File: config.mk
export PLATFORM = sky130hd
export DESIGN_NAME = hazard_ctrl
export DESIGN_NICKNAME = d
export VERILOG_FILES = /design/src/rtl/hazard_ctrl.sv
export SDC_FILE = /design/constraint.sdc
export NUM_CORES = 1
export LEC_CHECK = 0
export CAP_MARGIN = 0
export CORE_UTILIZATION = 34
export CTS_CLUSTER_DIAMETER = 200
export CTS_CLUSTER_SIZE = 25
export DETAILED_ROUTE_END_ITERATION = 12
export PLACE_DENSITY = 0.75
export REMOVE_ABC_BUFFERS = 1
export SYNTH_ARGS = -nofsm -noshare
export SYNTH_HDL_FRONTEND = slang
export SYNTH_SLANG_ARGS = --single-unit
File: constraint.sdc
create_clock -name i_clk -period 1.7 [get_ports i_clk]
set_input_delay 0.255 -clock i_clk [delete_from_list [all_inputs] [get_ports i_clk]]
set_output_delay 0.255 -clock i_clk [all_outputs]
set_load 0.01 [all_outputs]
File: src/rtl/hazard_ctrl.sv
// Pipeline interlock scheduler: load-use, multiply occupancy, branch squash and memory-wait freeze.
// Optional perf counters o_stall_cnt / o_flush_cnt are enabled by defining HAZARD_PERF_EN.
module hazard_ctrl #(
  parameter int unsigned FLUSH_CYCLES = 2,
  parameter int unsigned MUL_CNT_W    = 4,
  parameter int unsigned PERF_W       = 32
) (
  input  logic                 i_clk,
  input  logic                 i_rst_n,
  input  logic                 i_id_valid,
  input  logic [3:0]           i_id_rm_code,
  input  logic [3:0]           i_id_rn_code,
  input  logic [3:0]           i_id_rs_code,
  input  logic [2:0]           i_id_use,
  input  logic                 i_ex_valid,
  input  logic                 i_ex_is_load,
  input  logic                 i_ex_rd_en,
  input  logic [3:0]           i_ex_rd_code,
  input  logic                 i_mul_start,
  input  logic [MUL_CNT_W-1:0] i_mul_cycles,
  input  logic                 i_branch_taken,
  input  logic                 i_mem_wait,
  output logic                 o_stall_if,
  output logic                 o_stall_id,
  output logic                 o_stall_ex,
  output logic                 o_bubble_ex,
  output logic                 o_flush_id,
  output logic                 o_busy
`ifdef HAZARD_PERF_EN
  ,
  output logic [PERF_W-1:0]    o_stall_cnt,
  output logic [PERF_W-1:0]    o_flush_cnt
`endif
);

  localparam int unsigned CNT_W = (MUL_CNT_W > 3) ? MUL_CNT_W : 3;
  localparam logic [CNT_W-1:0] FLUSH_LOAD = CNT_W'(FLUSH_CYCLES - 1);
  localparam bit FLUSH_MULTI = (FLUSH_CYCLES > 1);

  typedef enum logic [1:0] {
    IDLE  = 2'd0,
    MUL   = 2'd1,
    FLUSH = 2'd2
  } state_t;

  state_t           state_q, state_d;
  logic [CNT_W-1:0] cnt_q, cnt_d;

  logic stall_if_c, stall_id_c, stall_ex_c, bubble_c, flush_c;
  logic rm_hit, rn_hit, rs_hit, load_use, mul_long;

  // A load result is only usable from WB, so a used operand matching it needs one bubble.
  assign rm_hit   = i_id_use[0] && (i_id_rm_code == i_ex_rd_code);
  assign rn_hit   = i_id_use[1] && (i_id_rn_code == i_ex_rd_code);
  assign rs_hit   = i_id_use[2] && (i_id_rs_code == i_ex_rd_code);
  assign load_use = i_id_valid && i_ex_valid && i_ex_is_load && i_ex_rd_en &&
                    (rm_hit || rn_hit || rs_hit);
  assign mul_long = i_mul_start && (i_mul_cycles > MUL_CNT_W'(1));

  always_ff @(posedge i_clk or negedge i_rst_n) begin
    if (!i_rst_n) begin
      state_q <= IDLE;
      cnt_q   <= '0;
    end else begin
      state_q <= state_d;
      cnt_q   <= cnt_d;
    end
  end

  // Next state and same-cycle pipeline controls, in priority order.
  always_comb begin
    state_d    = state_q;
    cnt_d      = cnt_q;
    stall_if_c = 1'b0;
    stall_id_c = 1'b0;
    stall_ex_c = 1'b0;
    bubble_c   = 1'b0;
    flush_c    = 1'b0;
    if (i_mem_wait) begin
      stall_if_c = 1'b1;
      stall_id_c = 1'b1;
      stall_ex_c = 1'b1;
    end else begin
      case (state_q)
        IDLE: begin
          if (i_branch_taken) begin
            flush_c  = 1'b1;
            bubble_c = 1'b1;
            if (FLUSH_MULTI) begin
              state_d = FLUSH;
              cnt_d   = FLUSH_LOAD;
            end
          end else if (mul_long) begin
            state_d = MUL;
            cnt_d   = CNT_W'(i_mul_cycles) - CNT_W'(1);
          end else if (load_use) begin
            stall_if_c = 1'b1;
            stall_id_c = 1'b1;
            bubble_c   = 1'b1;
          end
        end
        MUL: begin
          stall_if_c = 1'b1;
          stall_id_c = 1'b1;
          stall_ex_c = 1'b1;
          cnt_d      = (cnt_q != '0) ? cnt_q - CNT_W'(1) : '0;
          if (cnt_q <= CNT_W'(1)) begin
            state_d = IDLE;
          end
        end
        FLUSH: begin
          flush_c = 1'b1;
          if (i_branch_taken) begin
            bubble_c = 1'b1;
            cnt_d    = FLUSH_LOAD;
          end else begin
            cnt_d = (cnt_q != '0) ? cnt_q - CNT_W'(1) : '0;
            if (cnt_q <= CNT_W'(1)) begin
              state_d = IDLE;
            end
          end
        end
        default: begin
          state_d = IDLE;
          cnt_d   = '0;
        end
      endcase
    end
  end

  // Controls are forced low while reset is asserted, whatever the inputs do.
  assign o_stall_if  = i_rst_n && stall_if_c;
  assign o_stall_id  = i_rst_n && stall_id_c;
  assign o_stall_ex  = i_rst_n && stall_ex_c;
  assign o_bubble_ex = i_rst_n && bubble_c;
  assign o_flush_id  = i_rst_n && flush_c;
  assign o_busy      = (state_q != IDLE);

`ifdef HAZARD_PERF_EN
  // Saturating event counters.
  always_ff @(posedge i_clk or negedge i_rst_n) begin
    if (!i_rst_n) begin
      o_stall_cnt <= '0;
      o_flush_cnt <= '0;
    end else begin
      if (o_stall_if && (o_stall_cnt != {PERF_W{1'b1}})) begin
        o_stall_cnt <= o_stall_cnt + PERF_W'(1);
      end
      if (o_flush_id && (o_flush_cnt != {PERF_W{1'b1}})) begin
        o_flush_cnt <= o_flush_cnt + PERF_W'(1);
      end
    end
  end
`endif

endmodule

# Word-level counts from Yosys, hierarchy flattened
# Cells that the tools add are included.
[totals] in_bits=32 reg_bits=6 out_inout_bits=6
[op_classes] reduce_logical=19 n_mux=23 addsub=2 eq_ne=7 magnitude_cmp=2 n_bitwise=1
[ops] operator="$mux W4" n=4
[ops] operator="$eq A4 B4 Y1" n=3
[ops] operator="$logic_and A1 B1 Y1" n=12
[ops] operator="$pmux W4 S3" n=1
[ops] operator="$mux W1" n=10
[ops] operator="$mux W2" n=4
[ops] operator="$sub A4 B1 Y4 const B" n=2
[ops] operator="$pmux W1 S2" n=3
[ops] operator="$pmux W2 S3" n=1
[ops] operator="$gt A4 B1 Y1 const B" n=1
[ops] operator="$le A4 B1 Y1 const B" n=1
[ops] operator="$reduce_bool A4 Y1" n=1
[ops] operator="$ne A3 B3 Y1 const B" n=1
[ops] operator="$reduce_and A3 Y1" n=1
[ops] operator="$eq A2 B1 Y1 const B" n=1
[ops] operator="$eq A2 B2 Y1 const B" n=1
[ops] operator="$logic_not A2 Y1" n=1
[ops] operator="$logic_or A1 B1 Y1" n=2
[ops] operator="$ne A2 B2 Y1 const B" n=1
[ops] operator="$reduce_and A2 Y1" n=1
[ops] operator="$reduce_bool A2 Y1" n=1
[ops] operator="$not A1 Y1" n=1

# Logic depth before layout (Yosys ltp)
[logic_depth] depth_word=11 mapped_depth=8 mapped_depth_nobuf=7

# Worst setup path after synthesis
# No wires, ideal clock.
[synth_path] kind="input port to output port" from="input port i_id_rm_code[1]" to="output port o_stall_if" path_slack_ns=-0.198 t_arrival_ns=1.643 path_stages=6 cell_sequence="inv_1 a222oi_1 or4b_1 a31o_1 o21bai_1 buf_4"
[synth_between] elab_chain_cells=11
[synth_rtl] item="start: declaration" line_no="11" text="input logic [3:0] i_id_rm_code,"
[synth_rtl] item="$eq A4 B4 Y1" line_no="53" text="assign rm_hit = i_id_use[0] && (i_id_rm_code == i_ex_rd_code);"
[synth_rtl] item="$logic_and A1 B1 Y1" line_no="53"
[synth_rtl] item="$logic_or A1 B1 Y1 (2 in series)" line_no="57" text="(rm_hit || rn_hit || rs_hit);"
[synth_rtl] item="$logic_and A1 B1 Y1" line_no="56" text="assign load_use = i_id_valid && i_ex_valid && i_ex_is_load && i_ex_rd_en &&"
[synth_rtl] item="$mux W1 (3 in series)"
[synth_rtl] item="$pmux W1 S2"
[synth_rtl] item="$mux W1"
[synth_rtl] item="$logic_and A1 B1 Y1"
[synth_rtl] item="end: declaration" line_no="23" text="output logic o_stall_if,"
# Every way passes these cells.

# Worst setup path after layout
[layout_path] from="input port i_id_rm_code[1]" to="output port o_stall_if"
[layout_between] elab_chain_cells=11
[layout_rtl] item="$eq A4 B4 Y1" line_no="53"
[layout_rtl] item="$logic_and A1 B1 Y1" line_no="53"
[layout_rtl] item="$logic_or A1 B1 Y1 (2 in series)" line_no="57"
[layout_rtl] item="$logic_and A1 B1 Y1" line_no="56"
[layout_rtl] item="$mux W1" line_no="96" text="end else if (load_use) begin"
[layout_rtl] item="$mux W1" line_no="93" text="end else if (mul_long) begin"
[layout_rtl] item="$mux W1" line_no="86" text="if (i_branch_taken) begin"
[layout_rtl] item="$pmux W1 S2" line_no="84" text="case (state_q)"
[layout_rtl] item="$mux W1" line_no="79" text="if (i_mem_wait) begin"
[layout_rtl] item="$logic_and A1 B1 Y1" line_no="132" text="assign o_stall_if = i_rst_n && stall_if_c;"
# Every way passes these cells.

==> run summary <==
Die span in x = 46.79 um
Worst Skew = 0.0007723 ns
Slew headroom = 69.27%
Initial antenna violation count = 0
Fin. Hold Viols = 0
Clk slew on worst S/H paths = 0.04 ns
DRC viols = 0
Seq/Total Area, Yosys = 22.02%
Worst EP required = 1.44 ns
Leak pwr = 0.6494 nW
Global-route wire length before repair = 3663 um
Total Power = 1.526 mW
Port bufs = 37
Fillcell total = 141
Async SR Flop Fraction = 100.0%
Post-DP HPWL = 1860 um
Max cap viols = 0
Routed via count = 905
Clock buffer depth = 2
Fin worst setup slack = -0.1707 ns
Worst R2R Setup Slack = 0.02 ns
WS Path Type = in -> out
Nets = 196
Power density over the cells = 1094 nW/um^2
Crit path max-delay cell type = or4b_1
CP arrival = 1.62 ns
# IOs = 38
Crit end category = primary output
Ys Warns = 0
R2R Path Start = state_q[0]$_DFFE_PN0P_
Placement Rows = 15
Cell area after synthesis = 681.9 sq um
Initial DRC count = 26
Post-synth EDFFs = 0
Worst slew pin tran = 0.4610 ns
H-tree levels = 1
Die Ht = 46.79 um
Antenna cells = 0
CP top delay family = compound AO/OA/AOI/OAI gates
RSZ-0062 raised after global routing = yes
Failing checks = setup timing
Fin. max-slew vios = 0
Routed Antenna Nets = 0
Area contributors post-synth = dfrtp_1 (22%), ha_1 (11%), xor2_1 (10%)
Total track usage = 23.34%
Post-DP Area = 1256 sq um
Starting density of the core = 37.85%
Via density = 5.000
Final WL = 2441 um
F_max = 534.6 MHz
Top post-synthesis cells by count = inv_1 (8), xor2_1 (8), a21oi_1 (7), nand2_1 (7)
Vias in the first global route = 902
Worst min path class = in -> async
Maximum VDD drop = 0.0005373 V
CTS Hold Bufs = 0
Hold WS = 0.4282 ns
Global placement routability congestion = 0.8503
CTS tree = done
Die Area = 2189 sq um
Worst Path Buf+Inv = 3
Per-cell routed wire length = 13.49 um
Sequential cell area = 151.4 sq um
Total gr overflow = 0
Distinct cell type count after synthesis = 30
FF-to-FF End = cnt_q[0]$_DFFE_PN0P_
Clk Latency, worst-skew pair = 0.25 ns
Setup violators final = 3
Largest area contributor in the synthesized netlist = dfrtp_1
Fin crit share = 110.0%
Synth Flop Type = dfrtp_1
Status = finished, violations left
Layout cells sized above 1 = 45.51%
Core area = 1802 sq um
Setup WS pre-CTS = -1.058 ns
CTS root buffer = clkbuf_4
Multi-input logic area = 594.3 sq um
Worst-path fanout max = 2
TritonCTS Sinks = 6
Final min period = 1.871 ns
Slowest stage delay, CP = 0.46 ns
R2R depth = 8
Worst Setup Start Kind = input port
Largest net degree at the start of global routing = 8
Worst-path cell chain = buf_8 > inv_4 > a222oi_1 > or4b_1 > a31o_1 > o21bai_1 > buf_2
CTS buffer count = 3
Synth top area share = 22.02%
DR pass1 iterations = 4
Syn Inst Count = 87
Synth-to-layout area growth = 104.4%
Syn avg cell area = 7.838 sq um
Final instance area = 1394 sq um
Synth Register Bits = 6
-- power breakdown --
part,leakage [nW],switching (mW),internal [mW]
Sequential,0.0767,0.0582,0.209
Combinational,0.559,0.529,0.596
Clock,0.0138,0.0532,0.0800
-- how the worst max path moves through the flow --
stage	startpoint	endpoint	slack, ns	cells past startpoint
after floorplan	i_id_rm_code[1]	o_stall_id	-0.12	5
after global placement	i_ex_rd_code[2]	o_stall_if	-1.03	7
after detailed placement	i_ex_rd_code[2]	o_stall_if	-1.06	7
after CTS	i_id_rm_code[1]	o_stall_if	-0.20	7
after global routing	i_id_rm_code[1]	o_stall_id	-0.25	7
final	i_id_rm_code[1]	o_stall_if	-0.17	7
-- sequential cells by signal, indices dropped and copies added, names as in the netlist --
name     cells
state_q      2
cnt_q        4
-- kinds of logic after synthesis --
| family | count (synthesis) | synth area share, % |
|---|---|---|
| xor+xnor | 11 | 14.13 |
| simple gates | 27 | 19.64 |
| fa+ha+maj | 6 | 11.01 |
| buf+inv | 10 | 6.055 |
| flops | 6 | 22.02 |
| compound gates | 27 | 27.16 |
-- worst reg2reg max path, delay by kind of cell (launching register included) --
| kind | cells | cell delay (ns) |
|---|---|---|
| simple gates | 2 | 0.13 |
| fa+ha+maj | 1 | 0.17 |
| compound gates | 2 | 0.53 |
| buf+inv | 3 | 0.37 |
| flops | 1 | 0.35 |
-- cells in the final DEF, fill, tap and decap left out, drive strengths merged, types with 2 or more instances in the layout --
master,count
dlygate4sd2,8
nand2,7
o22ai,2
nand3,2
clkdlybuf4s50,13
a21oi,7
nor3,6
a222oi,2
or4b,2
xnor2,3
nor2,6
clkbuf,5
o31ai,4
o21ai,4
inv,9
clkdlybuf4s15,3
dfrtp,6
buf,40
xor2,8
ha,6
-- metrics by stage --
stage | TNS [ns] | cells | utilization, %
finish | -0.4787 | 181 | 77.36
global route | -0.7657 | 181 | 77.36
CTS | -0.5302 | 178 | 71.81
detailed placement | -5.750 | 172 | 69.72
global placement | -5.390 | 172 | 69.72
floorplan | -0.2375 | 86 | -
-- layout make-up --
cell class / count / area share (%)
clock buffer: 3 / 1.616
inverter: 9 / 2.603
multi-input combinational: 71 / 42.64
sequential: 6 / 10.86
tap: 25 / 2.244
timing repair buffer: 67 / 40.04
-- routing by layer --
metal  share of wire (%)  vias to the layer above  track usage, %
li1                    -                      456               -
met3                 2.5                        4           1.538
met4                 1.3                        0           8.571
met2                  51                       27           40.56
met5                   0                        -               0
met1                  45                      418           30.25
-- repair_timing --
item / in CTS / in global routing
setup endpoints to repair: 12 / 11
pin swaps: 11 / 15
buffers inserted: 3 / 4
resized for setup: 75 / 22
(Power assumes the default switching activity.)
